**config.mk**
```make
export PLATFORM = sky130hd
export DESIGN_NAME = fetch_unit
export DESIGN_NICKNAME = d
export VERILOG_FILES = /design/src/rtl/fetch_unit.sv
export SDC_FILE = /design/constraint.sdc
export NUM_CORES = 1
export LEC_CHECK = 0
export BUFFER_PORTS_ARGS = -buffer_cell sky130_fd_sc_hd__clkbuf_2
export CAP_MARGIN = 20
export CORE_MARGIN = 2
export CORE_UTILIZATION = 30
export DETAILED_ROUTE_END_ITERATION = 7
export GPL_ROUTABILITY_DRIVEN = 1
export HOLD_SLACK_MARGIN = 0.03
export MAX_ROUTING_LAYER = met4
export PLACE_DENSITY_LB_ADDON = 0.1
export SYNTH_ARGS = -nofsm -noshare
export SYNTH_HDL_FRONTEND = slang
export SYNTH_SLANG_ARGS = --single-unit
```
**constraint.sdc**
```tcl
create_clock -name clk -period 2.4 [get_ports clk]
set_input_delay 0.36 -clock clk [delete_from_list [all_inputs] [get_ports clk]]
set_output_delay 0.36 -clock clk [all_outputs]
set_load 0.01 [all_outputs]
```
**src/rtl/fetch_unit.sv**
```systemverilog
// fetch_unit: instruction-fetch stage.
// Owns the program counter, drives the combinational instruction memory and
// holds the fetched word in an IF/ID register with a valid/ready handshake.
// Redirects from execute take priority in every state. A misaligned or
// out-of-range PC turns into a single fault marker entry.
// Optional build macro FETCH_STATIC_PREDICT_EN: predicts backward conditional
// branches as taken and flags them on if_pred_taken.
module fetch_unit #(
  parameter logic [31:0] RESET_PC   = 32'h0000_0000,
  parameter int          IMEM_BYTES = 40
) (
  input  logic        clk,
  input  logic        rst_n,
  input  logic        fetch_en,
  output logic [31:0] imem_pc,
  input  logic [31:0] imem_instr,
  input  logic        redirect_valid,
  input  logic [31:0] redirect_pc,
  output logic        if_valid,
  input  logic        if_ready,
  output logic [31:0] if_pc,
  output logic [31:0] if_instr,
  output logic        if_fault,
  output logic        if_pred_taken,
  output logic        busy
);

  localparam logic [31:0] NOP = 32'h0000_0013;

  typedef enum logic [1:0] {
    IDLE  = 2'd0,
    RUN   = 2'd1,
    FAULT = 2'd2
  } state_t;

  state_t      state;
  state_t      state_nxt;
  logic [31:0] pc_q;
  logic [31:0] next_pc;
  logic        pred_hit;
  logic        xfer;
  logic        load_opp;
  logic        pc_bad;
  logic        do_load;
  logic        do_fault;

  // The whole word must fit: the last byte is at pc+3. Computed in 33 bits so
  // a PC near the top of the address space cannot wrap into range.
  function automatic logic pc_faulty(input logic [31:0] pc);
    logic [32:0] last_byte;
    last_byte = {1'b0, pc} + 33'd3;
    return (pc[1:0] != 2'b00) || (last_byte >= 33'(IMEM_BYTES));
  endfunction

`ifdef FETCH_STATIC_PREDICT_EN
  // Conditional branch whose B-immediate sign bit is set (backward branch).
  function automatic logic is_back_branch(input logic [31:0] instr);
    return (instr[6:0] == 7'h63) && instr[31];
  endfunction

  function automatic logic [31:0] branch_target(input logic [31:0] pc,
                                                input logic [31:0] instr);
    logic [31:0] imm;
    imm = {{19{instr[31]}}, instr[31], instr[7], instr[30:25], instr[11:8], 1'b0};
    return pc + imm;
  endfunction
`endif

  assign xfer     = if_valid && if_ready;
  assign load_opp = (state == RUN) && (!if_valid || if_ready) && !redirect_valid;
  assign pc_bad   = pc_faulty(pc_q);
  assign do_load  = load_opp && fetch_en && !pc_bad;
  assign do_fault = load_opp && fetch_en && pc_bad;
  assign imem_pc  = pc_q;

  // Next fetch address and prediction flag for the word being loaded.
  always_comb begin
`ifdef FETCH_STATIC_PREDICT_EN
    pred_hit = is_back_branch(imem_instr);
    next_pc  = pred_hit ? branch_target(pc_q, imem_instr) : pc_q + 32'd4;
`else
    pred_hit = 1'b0;
    next_pc  = pc_q + 32'd4;
`endif
  end

  // State register.
  always_ff @(posedge clk or negedge rst_n) begin
    if (!rst_n) state <= IDLE;
    else        state <= state_nxt;
  end

  // Next-state logic; a redirect pre-empts everything else.
  always_comb begin
    state_nxt = state;
    if (redirect_valid) begin
      if (state == FAULT) state_nxt = RUN;
    end else begin
      case (state)
        IDLE:    if (fetch_en) state_nxt = RUN;
        RUN: begin
          if (load_opp) begin
            if (!fetch_en)   state_nxt = IDLE;
            else if (pc_bad) state_nxt = FAULT;
          end
        end
        FAULT:   state_nxt = FAULT;
        default: state_nxt = IDLE;
      endcase
    end
  end

  // State-derived outputs.
  always_comb begin
    busy = (state != IDLE);
  end

  // PC and IF/ID register: redirect, then instruction load, then fault
  // marker, otherwise just retire the entry decode consumed.
  always_ff @(posedge clk or negedge rst_n) begin
    if (!rst_n) begin
      pc_q     <= RESET_PC;
      if_valid <= 1'b0;
      if_pc    <= 32'h0;
      if_instr <= NOP;
      if_fault <= 1'b0;
    end else if (redirect_valid) begin
      pc_q     <= redirect_pc;
      if_valid <= 1'b0;
      if_fault <= 1'b0;
    end else if (do_load) begin
      pc_q     <= next_pc;
      if_valid <= 1'b1;
      if_pc    <= pc_q;
      if_instr <= imem_instr;
      if_fault <= 1'b0;
    end else if (do_fault) begin
      if_valid <= 1'b1;
      if_pc    <= pc_q;
      if_instr <= NOP;
      if_fault <= 1'b1;
    end else if (xfer) begin
      if_valid <= 1'b0;
    end
  end

`ifdef FETCH_STATIC_PREDICT_EN
  logic pred_q;

  // Prediction flag travels with the loaded word; fault markers carry 0.
  always_ff @(posedge clk or negedge rst_n) begin
    if (!rst_n)        pred_q <= 1'b0;
    else if (redirect_valid) pred_q <= pred_q;
    else if (do_load)  pred_q <= pred_hit;
    else if (do_fault) pred_q <= 1'b0;
  end

  assign if_pred_taken = pred_q;
`else
  assign if_pred_taken = 1'b0;
`endif

endmodule

```
==> out/metrics.csv <==
metric,value,unit
top cell type's share of synthesized area,54.5,%
maximum number of pins on one net before global-route repair,53,
floorplan die area,0.0158,sq mm
Unique masters post-synth,55,
overall overflow remaining after global route,0,
number of synthesized flops with an enable pin,0,
final period demand of the worst path,2.69,ns
Placeable Area,0.0145,sq mm
worst-path cell chain,"nand4_1, or4_4, o21ai_2, nand4b_1, or3b_4, nor3_4, buf_12, buf_12, a22o_1",
via count of the first global-routing pass,4166,
Slew @ Worst Pin,0.672,ns
final layout net count,715,
total via count in the routed design,4109,
setup TNS after final layout,-9.16,ns
antenna violations before repair,0,
CP Depth,9,
aggregate global-route resource usage,17.2,%
remaining antenna violation count after routing,0,
cts-stage hold buffer count,0,
fraction of layout instances using a drive strength above 1,49.5,%
Remaining DRCs,0,
number of synthesized register bits,100,
width of the die,126,um
critical setup path kind,flop to flop,
largest cells by area after synthesis,"sky130_fd_sc_hd__dfrtp_1, sky130_fd_sc_hd__nand2_1, sky130_fd_sc_hd__mux2_2",
fraction of the core area covered by cells at the end of the flow,45.2,%
number of placed cells counting well taps,807,
drt total wl,13600,um
peak supply drop,0.434,mV
maximum frequency from static timing analysis,372,MHz
CP arrival,2.97,ns
Num Clock Sinks,100,
clk root buf,sky130_fd_sc_hd__clkbuf_16,
violated checks,setup timing,
portion of the clock cycle consumed by the worst path in the final layout,112,%
number of H-tree branching levels,3,
final setup skew,0.00788,ns
routed vias/inst,4.93,
cell repeated most along the worst path,sky130_fd_sc_hd__buf_12,
proportion of synthesized flip-flops having asynchronous set or reset,100,%
Register-to-Register Setup Slack,-0.29,ns
Worst-path clk slew,0.07,ns
total setup violations reported at the end of the flow,39,
FP Rows,44,
power per cell area,789,mW/mm^2
ys flop type,sky130_fd_sc_hd__dfrtp_1,
kind of start point of the critical path,flop,
Layout fillers,1410,
number of buffers created by CTS,9,
run status,"finished, violations left",
setup repair after global routing missed its margin,true,
total chip power,5.18,mW
synth warn,0,
Final Max Slew Viols,0,
"Area growth, synth to finish",47.6,%
number of DRC markers after the initial detailed-route iteration,173,
wire length of the first global-routing pass,21000,um
biggest fanout along the worst timing path,17,
Post-Synthesis Net Count,486,
Critical Path Start,imem_pc[5],
kind of end point of the critical path,flop,
number of diodes,0,
post-route insts no fill,834,
capturing instance or port of the critical path,if_instr[2],
portion of the post-synthesis area used by sequential elements,56.3,%
Starting Density,30.6,%
worst-case reg-to-reg path depth,9,
DRT Pass-1 Iters,5,
routability congestion estimate,0.851,
Clock Path Buffers,2,
chip height,126,um
CP max stage cell,sky130_fd_sc_hd__or4_4,
Port-buffer cells,167,
final worst hold slack,0.0387,ns
startpoint of the most critical register-to-register path,imem_pc[5],
# Max-Cap Violations,0,
pre-CTS WS,-0.323,ns
total count of hold-check failures in the final report,0,
end of the worst register-to-register path,if_instr[2],
maximum single-stage delay on the critical path,0.63,ns
leak pwr,3.33,nW
buffers plus inverters on the worst setup path,2,
post-synthesis instance area,0.00445,sq mm
worst-case setup margin in the final layout,-0.288,ns
CP Data Required Time,2.69,ns
TritonCTS clock tree,done,
cell area after placement,0.00594,sq mm
cell class contributing the biggest share of worst-path delay,simple AND/OR/NAND/NOR gates,
IO Pins,169,
wire length per cell after detailed routing,16.3,um
"Clk Latency, worst-skew pair",0.35,ns
post-route cell area,0.00657,sq mm
post-DP HPWL,9600,um
Synth Instances,416,
type of the most critical hold path,input pin to async pin,
mean post-synth cell area,10.7,sq um
most area-hungry cell type in the Yosys netlist,sky130_fd_sc_hd__dfrtp_1,
top cells by instance count after synthesis,"sky130_fd_sc_hd__dfrtp_1, sky130_fd_sc_hd__nand2_1, sky130_fd_sc_hd__a22o_1",
Slew HR,55.2,%
## per-layer routing
metal  global-route usage [%]  wire, um  part of all wire, %
met1                     20.8      5760                   42
met2                     27.9      6730                   50
met3                     5.40       820                  6.0
met4                     4.98       268                  2.0
met5                        -         0                    0
## report_power, final
group	leakage (nW)	switching (mW)	internal, mW
registers	1.26	0.228	2.03
logic	1.90	0.726	0.599
clock network	0.163	0.651	0.951
total	3.33	1.60	3.58
## logic make-up after synthesis
group / count (synthesis) / synth area share, %
muxes: 26 / 6.49
DFF: 100 / 56.3
adders and majority gates: 1 / 0.281
other: 1 / 0.0842
AOI/OAI and AO/OA: 78 / 13.2
xor gates and xnor gates: 6 / 1.18
buffers and inverters: 32 / 3.43
and+or+nand+nor: 172 / 19.0
## sequential cells by signal (all words and copies together) (netlist names)
signal,flops
state,2
if_pc,32
if_fault,1
imem_pc,32
if_valid,1
if_instr,32
## cell type report
class	instances	area (sq um)	area share, %
Sequential cell	100	2510	38.2
Multi-Input combinational cell	284	1990	30.2
Timing Repair Buffer	241	1480	22.5
Clock buffer	10	239	3.64
Tap cell	184	230	3.50
Clock inverter	6	95.1	1.45
Inverter	9	33.8	0.514
## repair_timing
item / CTS / global route
resized for setup: 21 / 13
setup buffers: 6 / 5
pin swaps: 17 / 10
gates cloned: 0 / 3
endpoints found under the setup margin: 39 / 39
## worst min path at each step
stage / start / end / slack [ns] / cells past startpoint
2_1_floorplan: rst_n / if_fault / 0.06 / 0
3_3_place_gp: rst_n / if_pc[19] / 0.44 / 1
3_5_place_dp: rst_n / if_pc[19] / 0.45 / 1
6_report: rst_n / if_pc[19] / 0.04 / 1
5_1_grt: rst_n / if_instr[31] / 0.09 / 1
4_1_cts: rst_n / if_pc[19] / 0.06 / 1
## placed cells by master, fill, tap and decap left out, types with 5 or more instances in the layout
| cell type | instances |
|---|---|
| sky130_fd_sc_hd__buf_4 | 66 |
| sky130_fd_sc_hd__a22o_1 | 29 |
| sky130_fd_sc_hd__inv_1 | 9 |
| sky130_fd_sc_hd__nand3_1 | 9 |
| sky130_fd_sc_hd__clkbuf_2 | 166 |
| sky130_fd_sc_hd__nand4_1 | 12 |
| sky130_fd_sc_hd__mux2_2 | 23 |
| sky130_fd_sc_hd__o21ai_0 | 16 |
| sky130_fd_sc_hd__nor3_1 | 5 |
| sky130_fd_sc_hd__dfrtp_1 | 94 |
| sky130_fd_sc_hd__nor2_1 | 12 |
| sky130_fd_sc_hd__nand2_1 | 97 |
| sky130_fd_sc_hd__clkbuf_16 | 10 |
No activity file was read; power rests on OpenSTA's default activity.
